**src/rtl/imem_loader_pkg.sv**
```systemverilog
// Shared definitions for the instruction-memory loader: FSM state encoding
// and frame geometry constants.
package imem_loader_pkg;

  localparam int HDR_BYTES      = 2;
  localparam int BYTES_PER_WORD = 4;

  localparam logic [2:0] ST_IDLE   = 3'd0;
  localparam logic [2:0] ST_HDR_LO = 3'd1;
  localparam logic [2:0] ST_HDR_HI = 3'd2;
  localparam logic [2:0] ST_DATA   = 3'd3;
  localparam logic [2:0] ST_CHK    = 3'd4;
  localparam logic [2:0] ST_DONE   = 3'd5;
  localparam logic [2:0] ST_ERR    = 3'd6;

  typedef enum logic [2:0] {
    IDLE   = ST_IDLE,
    HDR_LO = ST_HDR_LO,
    HDR_HI = ST_HDR_HI,
    DATA   = ST_DATA,
    CHK    = ST_CHK,
    DONE   = ST_DONE,
    ERR    = ST_ERR
  } state_e;

endpackage

```
**src/rtl/imem_loader_byte_word_pack.sv**
```systemverilog
// Packs a little-endian byte stream into 32-bit words. The first three bytes
// of a word are shifted into a holding register; the fourth byte is inserted
// combinationally so the completed word is presented in the same cycle it is
// accepted.
module byte_word_pack
  import imem_loader_pkg::*;
(
  input  logic        clk_i,
  input  logic        rst_i,
  input  logic        clear_i,
  input  logic        byte_en_i,
  input  logic [7:0]  byte_i,
  output logic        word_valid_o,
  output logic [31:0] word_o
);

  localparam logic [1:0] LastByte = 2'(BYTES_PER_WORD - 1);

  logic [1:0]  cnt_q;
  logic [23:0] low_q;

  // Byte position counter and shift register for the lower three bytes; a new
  // frame start discards any partial word.
  always_ff @(posedge clk_i or posedge rst_i) begin
    if (rst_i) begin
      cnt_q <= '0;
      low_q <= '0;
    end else if (clear_i) begin
      cnt_q <= '0;
      low_q <= '0;
    end else if (byte_en_i) begin
      cnt_q <= cnt_q + 2'd1;
      low_q <= {byte_i, low_q[23:8]};
    end
  end

  assign word_valid_o = byte_en_i && (cnt_q == LastByte);
  assign word_o       = {byte_i, low_q};

endmodule

```
**src/rtl/imem_loader.sv**
```systemverilog
// Instruction-memory loader: receives a framed byte stream (2-byte word count,
// then the words LSB first), writes the words to the instruction memory and
// holds the core in reset while loading.
// Optional checksum byte after the data is enabled by IMEM_LOADER_CHECKSUM_EN.
module imem_loader
  import imem_loader_pkg::*;
#(
  parameter int          MEM_SIZE  = 128,
  parameter logic [31:0] BASE_ADDR = 32'h0
) (
  input  logic        Clk_Core,
  input  logic        Rst_Core,
  input  logic        Load_Start,
  input  logic        Byte_Valid,
  input  logic [7:0]  Byte_Data,
  output logic        Byte_Ready,
  output logic        Mem_Wr_En,
  output logic [31:0] Mem_Wr_Addr,
  output logic [31:0] Mem_Wr_Data,
  output logic        Core_Hold,
  output logic        Load_Done,
  output logic        Load_Error
);

  localparam logic [15:0] MemSizeW = 16'(MEM_SIZE);

  state_e      state_q, state_d;
  logic [15:0] count_q, count_d;
  logic [15:0] wordIdx_q, wordIdx_d;
  logic        wrEn_q, wrEn_d;
  logic [31:0] addr_q, addr_d;
  logic [31:0] data_q, data_d;
  logic        done_q, done_d;
  logic        error_q, error_d;
  logic        hold_q, hold_d;
`ifdef IMEM_LOADER_CHECKSUM_EN
  logic [7:0]  chk_q, chk_d;
`endif

  logic        byteReady;
  logic        xfer;
  logic        startAccept;
  logic [15:0] nHdr;
  logic        packWordValid;
  logic [31:0] packWord;

  assign byteReady   = (state_q == HDR_LO) || (state_q == HDR_HI) ||
                       (state_q == DATA)   || (state_q == CHK);
  assign xfer        = Byte_Valid && byteReady;
  assign startAccept = Load_Start &&
                       ((state_q == IDLE) || (state_q == DONE) || (state_q == ERR));
  assign nHdr        = {Byte_Data, count_q[7:0]};

  byte_word_pack uPack (
    .clk_i        (Clk_Core),
    .rst_i        (Rst_Core),
    .clear_i      (startAccept),
    .byte_en_i    (xfer && (state_q == DATA)),
    .byte_i       (Byte_Data),
    .word_valid_o (packWordValid),
    .word_o       (packWord)
  );

  // Next-state and output-register logic for the frame FSM.
  always_comb begin
    state_d   = state_q;
    count_d   = count_q;
    wordIdx_d = wordIdx_q;
    wrEn_d    = 1'b0;
    addr_d    = addr_q;
    data_d    = data_q;
    done_d    = done_q;
    error_d   = error_q;
    hold_d    = hold_q;
`ifdef IMEM_LOADER_CHECKSUM_EN
    chk_d     = chk_q;
`endif
    case (state_q)
      IDLE, DONE, ERR: begin
        if (startAccept) begin
          state_d   = HDR_LO;
          count_d   = '0;
          wordIdx_d = '0;
          done_d    = 1'b0;
          error_d   = 1'b0;
          hold_d    = 1'b1;
`ifdef IMEM_LOADER_CHECKSUM_EN
          chk_d     = '0;
`endif
        end
      end
      HDR_LO: begin
        if (xfer) begin
          count_d = {8'h00, Byte_Data};
          state_d = HDR_HI;
        end
      end
      HDR_HI: begin
        if (xfer) begin
          count_d = nHdr;
          if (nHdr > MemSizeW) begin
            state_d = ERR;
            error_d = 1'b1;
          end else if (nHdr == 16'd0) begin
`ifdef IMEM_LOADER_CHECKSUM_EN
            state_d = CHK;
`else
            state_d = DONE;
            done_d  = 1'b1;
            hold_d  = 1'b0;
`endif
          end else begin
            state_d = DATA;
          end
        end
      end
      DATA: begin
        if (xfer) begin
`ifdef IMEM_LOADER_CHECKSUM_EN
          chk_d = chk_q ^ Byte_Data;
`endif
          if (packWordValid) begin
            wrEn_d    = 1'b1;
            addr_d    = BASE_ADDR + {14'd0, wordIdx_q, 2'b00};
            data_d    = packWord;
            wordIdx_d = wordIdx_q + 16'd1;
            if (wordIdx_q == count_q - 16'd1) begin
`ifdef IMEM_LOADER_CHECKSUM_EN
              state_d = CHK;
`else
              state_d = DONE;
              done_d  = 1'b1;
              hold_d  = 1'b0;
`endif
            end
          end
        end
      end
      CHK: begin
`ifdef IMEM_LOADER_CHECKSUM_EN
        if (xfer) begin
          if (Byte_Data == chk_q) begin
            state_d = DONE;
            done_d  = 1'b1;
            hold_d  = 1'b0;
          end else begin
            state_d = ERR;
            error_d = 1'b1;
          end
        end
`else
        state_d = IDLE;
`endif
      end
      default: state_d = IDLE;
    endcase
  end

  // State and output registers; reset drops every output including the hold.
  always_ff @(posedge Clk_Core or posedge Rst_Core) begin
    if (Rst_Core) begin
      state_q   <= IDLE;
      count_q   <= '0;
      wordIdx_q <= '0;
      wrEn_q    <= 1'b0;
      addr_q    <= '0;
      data_q    <= '0;
      done_q    <= 1'b0;
      error_q   <= 1'b0;
      hold_q    <= 1'b0;
    end else begin
      state_q   <= state_d;
      count_q   <= count_d;
      wordIdx_q <= wordIdx_d;
      wrEn_q    <= wrEn_d;
      addr_q    <= addr_d;
      data_q    <= data_d;
      done_q    <= done_d;
      error_q   <= error_d;
      hold_q    <= hold_d;
    end
  end

`ifdef IMEM_LOADER_CHECKSUM_EN
  // Running XOR of the data bytes of the current frame.
  always_ff @(posedge Clk_Core or posedge Rst_Core) begin
    if (Rst_Core) chk_q <= '0;
    else          chk_q <= chk_d;
  end
`endif

  assign Byte_Ready  = byteReady;
  assign Mem_Wr_En   = wrEn_q;
  assign Mem_Wr_Addr = addr_q;
  assign Mem_Wr_Data = data_q;
  assign Core_Hold   = hold_q;
  assign Load_Done   = done_q;
  assign Load_Error  = error_q;

endmodule

```
**config.mk**
```make
export PLATFORM = sky130hd
export DESIGN_NAME = imem_loader
export DESIGN_NICKNAME = d
export VERILOG_FILES = /design/src/rtl/imem_loader_pkg.sv /design/src/rtl/imem_loader_byte_word_pack.sv /design/src/rtl/imem_loader.sv
export SDC_FILE = /design/constraint.sdc
export NUM_CORES = 1
export LEC_CHECK = 0
export CAP_MARGIN = 20
export CORE_ASPECT_RATIO = 2
export CORE_MARGIN = 4
export CORE_UTILIZATION = 30
export CTS_CLUSTER_SIZE = 8
export DETAILED_ROUTE_END_ITERATION = 6
export HOLD_SLACK_MARGIN = 0.05
export SYNTH_ARGS = -nofsm -noshare
export SYNTH_HDL_FRONTEND = slang
export SYNTH_SLANG_ARGS = --single-unit
export TNS_END_PERCENT = 20
```
**constraint.sdc**
```tcl
create_clock -name Clk_Core -period 8.2 [get_ports Clk_Core]
set_input_delay 2.46 -clock Clk_Core [delete_from_list [all_inputs] [get_ports Clk_Core]]
set_output_delay 2.46 -clock Clk_Core [all_outputs]
set_load 0.02 [all_outputs]
```
-- After elaboration in Yosys (flattened, before gate mapping)
Cells that the tools add are included.
- bits in registers: 113
- bits in latches: 0
- RAM bits: 0
- ROM bits: 0
- logic and storage cells: 101
- memories: 0
- add/sub/neg operators: 3
- $mul: 0
- divide/modulo/power cells: 0
- order comparisons: 1
- eq/ne operators: 17
- shifts and indexed selects: 0
- muxes and demuxes: 42
- bitwise gates (word level): 1
- reductions and logical operators: 25
- operator list (kind ; number):
    16-bit 2-to-1 mux ; 5
    24-bit 2-to-1 mux ; 2
    16-bit case mux with 3 select lines ; 1
    16-bit case mux with 2 select lines ; 1
    3-bit 2-to-1 mux ; 8
    1-bit 2-to-1 mux ; 19
    16-bit by 1-bit adder with 16-bit output, second input constant ; 1
    16-bit equality test ; 1
    16-bit by 8-bit greater-than comparator with 1-bit output, second input constant ; 1
    16-bit zero test ; 1
    4-bit AND reduction ; 4
    16-bit by 1-bit subtractor with 16-bit output, second input constant ; 1
    2-bit inequality test, second input constant ; 6
    3-bit case mux with 4 select lines ; 1
    3-bit equality test, second input constant ; 3
    8-bit AND reduction ; 1
    2-bit nonzero test ; 4
    3-bit by 2-bit equality test with 1-bit output, second input constant ; 2
    2-bit by 1-bit inequality test with 1-bit output, second input constant ; 3
    1-bit case mux with 3 select lines ; 2
    6-bit AND reduction ; 1
    3-bit nonzero test ; 2
    1-bit logical OR ; 5
    1-bit logical AND ; 4
    other kinds (9) ; 10

-- Longest topological paths before layout
- word-level depth: 10
- depth in mapped cells: 10

-- By module
A second synthesis with hierarchy kept.
- cell total of the unflattened synthesis: 496
- area, all modules: 5630.4 um2
- modules (own cells, without submodules) (module ; instances ; cells each ; area each (um2) ; sequential area each (um2)):
    imem_loader ; 1 ; 401 ; 4471.8 ; 2177.1
    byte_word_pack ; 1 ; 95 ; 1158.6 ; 650.6

-- Least setup slack after synthesis
Ideal clock, no wire load.
- path type: input to register
- start: input Byte_Valid
- end: register data_q[24], in the netlist Mem_Wr_Data[24]
- library setup time: 0.125 ns
- data arrival time: 3.875 ns
- data required time: 8.075 ns
- path slack: 4.200 ns
- cell stages on the path: 6
- cells stage by stage: nand2b_1 > nor2_1 > nand2_1 > clkinv_1 > clkbuf_1 > mux2_2
- cells in the longest elaborated chain, start to end: 4
- RTL lines (item ; line ; RTL):
    start: declaration ; imem_loader.sv:14 ; input logic Byte_Valid,
    1-bit logical AND * ; imem_loader.sv:49 ; assign xfer = Byte_Valid && byteReady;
    1-bit logical AND ; imem_loader.sv:58 ; .byte_en_i (xfer && (state_q == DATA)),
    1-bit logical AND ; imem_loader_byte_word_pack.sv:37 ; assign word_valid_o = byte_en_i && (cnt_q == LastByte);
    3-bit AND reduction (no line) * ; n/a ;
    end signal: assignment ; imem_loader.sv:177 ; data_q <= data_d;
    end: declaration ; imem_loader.sv:32 ; logic [31:0] data_q, data_d;
Every way passes the cells marked *; elsewhere a longest branch is shown, timed or not.
A chain may end at the register's enable or synchronous reset.

-- Worst setup path after layout
- start: input Byte_Valid
- end: register data_q[1], in the netlist Mem_Wr_Data[1]
The elaborated chain is that of the path after synthesis.

==> results.toml <==
[timing]
finalClockSkew_ns = 0.007104
setup_violations = 0
timing_hold_violations_final = 0
setup_slack_ns = 3.096
timing.final.crit_share_pct = 62.24
fmaxAchievable_ghz = 0.1959
tns_ns = 0
period_needed_ns = 5.104
tightestPinTransition_ns = 1.237
drv_slew = 0
grt_setup_unrepaired = "false"
slew_headroom_pct = 17.57

[worst_setup_path]
cp_slowest_cell = "nand2_1"
max_stage_delay_ns = 0.72
cp_max_fo = 27
worstRegToRegCells = 7
crit_family = "buffers and inverters"
crit_cells = 8
worstSetupEndpointType = "flip-flop"
critPathArrivalTime_ns = 5.39
rr_startpoint = "state_q[1]"
crit_chain = "clkdlybuf4s50_1, nand2b_1, nor2_1, buf_4, nand2_1, clkinv_1, buf_12, mux2_2"
critPathBufInv = 4
r2r_slack_ns = 5.03
worstPathRequired_ns = 8.49
path_class = "in -> reg"
crit_path_start_kind = "input port"
regToRegEndpoint = "Mem_Wr_Data[1]"

[cts]
clock_sink_count = 113
h-tree-depth = 4
cts-resized-gates = 0
clock_path_buffers = 2
cts_root_buf = "clkbuf_16"
post_cts_buffers = 0
postCtsHoldBufs = 0
tritoncts = "done"
clk_latency_ns = 0.41
clkTransAtPathRegs_ns = 0.05
cts-buffers-inserted = 17

[hold_path]
min_path_type = "reg -> reg"
holdPathEnd = "Mem_Wr_Addr[12]"
hold_start = "Mem_Wr_Addr[12]"
worstHoldPathCells = 2

[placed_design]
postPlaceCellArea_sq_um = 6181
pre_cts_slack_ns = 2.602
port_buffers = 64
place.gp.congestion = 0.8332
place_hpwl_mm = 10.06

[detailed_routing]
ant_nets = 0
vias = 4111
drcViolationCount = 0
finalWirelength_mm = 13.74
viasPerCell = 5.088
drt-pass1-iter-count = 4
wl_per_cell_microns = 17.01
drt-initial-drc-count = 249

[power]
sw_frac_of_total_pct = 37.45
ir_drop_v = 0.0001866
pwr-share-seq_pct = 36.0
power_leakage_nw = 3.002
p_comb_share_pct = 35.7
p_sw_uw = 906.4
p_int_mw = 1.514
power_frac_clock_pct = 28.3
pwr_density_cell_nw_per_um2 = 359.3

[finish]
final_nets = 599
drive_above_1_share_pct = 14.12
layout_commonest_cell = "dfrtp_1"
antennaDiodeCount = 0
final_cell_mix = "113 x dfrtp_1, 89 x nand2_1, 64 x clkdlybuf4s50_1, 45 x mux2_2, 36 x a21oi_1"
final_area_sq_um = 6736
areaGrowthSynthToFinish_pct = 24.03
fill_cells = 1790

[synth]
synth_edf_count = 0
yosysWarningCount = 0
synth_seq_cells = 113
synth_area_sq_um = 5431
synth_flop_cell = "dfrtp_1"
avgSynthCellArea_sq_um = 10.23
ys_seq_area_share_pct = 52.06
syn_inst = 531
synth_area_leader_cell = "dfrtp_1"
synthDominantCellAreaShare_pct = 52.06
yosys-top-cells-area = "dfrtp_1 52%, mux2_2 9.3%, nand2_1 6.2%"
synth.distinct_cells = 59
synthArstFlopShare_pct = 100.0

[grt]
grt_pass1_vias = 4346
track_usage_pct = 14.33
grt_antenna_before_repair = 0
grt_first_pass_wirelength_mm = 22.49
grt_max_degree = 77
grt-ovfl-total = 0

[floorplanning]
fp.dieW_microns = 103.1
coreArea_sq_um = 17780
dieArea_sq_um = 20450
pin_count = 81
rows = 69
fp.dieH_microns = 198.3
initial_core_util_pct = 30.54

[run]
maxCapViolations = 0

[run_status]
status = "finished, final reports clean"
worst max path at each step:
stage / from / to / slack [ns]
6_report: Byte_Valid / Mem_Wr_Data[1] / 3.10
2_1_floorplan: Rst_Core / Core_Hold / 2.75
3_5_place_dp: Byte_Valid / Mem_Wr_Data[1] / 2.60
4_1_cts: Byte_Valid / Mem_Wr_Data[1] / 3.06
3_3_place_gp: Byte_Valid / Mem_Wr_Data[8] / 1.99
5_1_grt: Byte_Valid / Mem_Wr_Data[12] / 2.84
power groups by stage:
stage / Clock, mW / Sequential (mW) / Combinational (mW)
after floorplan: 0 / 0.870 / 0.583
after global placement: 0 / 0.875 / 0.837
after detailed placement: 0 / 0.880 / 0.866
after CTS: 0.700 / 0.872 / 0.870
after global routing: 0.726 / 0.897 / 0.952
final: 0.685 / 0.872 / 0.863
worst reg2reg max path, delay by kind of cell, from the launching register on:
family	cells	cell delay [ns]
simple gates	3	1.01
mux	1	0.39
flops	1	0.66
buf+inv	3	0.99
state kept, by name, summed over array words and instances (netlist names):
register     flops
uPack.cnt_q      2
Load_Error       1
Core_Hold        1
wordIdx_q       16
Load_Done        1
Mem_Wr_Data     32
uPack.low_q     24
count_q         16
Mem_Wr_Addr     16
Mem_Wr_En        1
state_q          3
area by class of cell:
| type | instances | area [sq um] | area share, % |
|---|---|---|---|
| Clock buffer | 21 | 470.5 | 6.984 |
| Clock inverter | 9 | 85.08 | 1.263 |
| Inverter | 12 | 47.55 | 0.7058 |
| Multi-Input combinational cell | 373 | 2364 | 35.09 |
| Sequential cell | 113 | 2828 | 41.98 |
| Tap cell | 213 | 266.5 | 3.956 |
| Timing Repair Buffer | 67 | 675.6 | 10.03 |
per-layer routing:
layer,wire length [microns],vias to the layer above,track usage [%],share of wire (%)
met5,0,-,0,0
met4,556,0,8.405,4.0
met3,514,34,2.856,3.7
met2,7833,115,25.97,57
met1,4839,2039,14.69,35
li1,-,1923,-,-
logic make-up after synthesis:
group,share of synthesized area (%)
buf+inv,5.483
simple gates,16.29
flops,52.06
other cells,0.06904
xor+xnor,4.838
compound gates,10.87
fa+ha+maj,0.6912
mux,9.698
cell usage after synthesis, types with 6 or more instances:
cell type,instances
nor2_1,29
nand2_1,89
mux2_2,45
nand3_1,9
dfrtp_1,113
nor3_1,13
inv_1,11
clkbuf_1,25
a21oi_1,36
buf_4,16
a22o_1,9
xor2_1,13
xnor2_1,17
nand2b_1,6
nor4_1,9
o21ai_0,16
through the flow:
step	hold WS [ns]	total power, mW	std cells	util (%)
floorplan	0.4689	1.454	546	-
global placement	0.4761	1.712	777	34.64
detailed placement	0.4851	1.746	778	34.75
CTS	0.4978	2.442	808	37.88
global route	0.5079	2.576	808	37.88
finish	0.4902	2.420	808	37.88
Power figures use the tool's default switching activity.
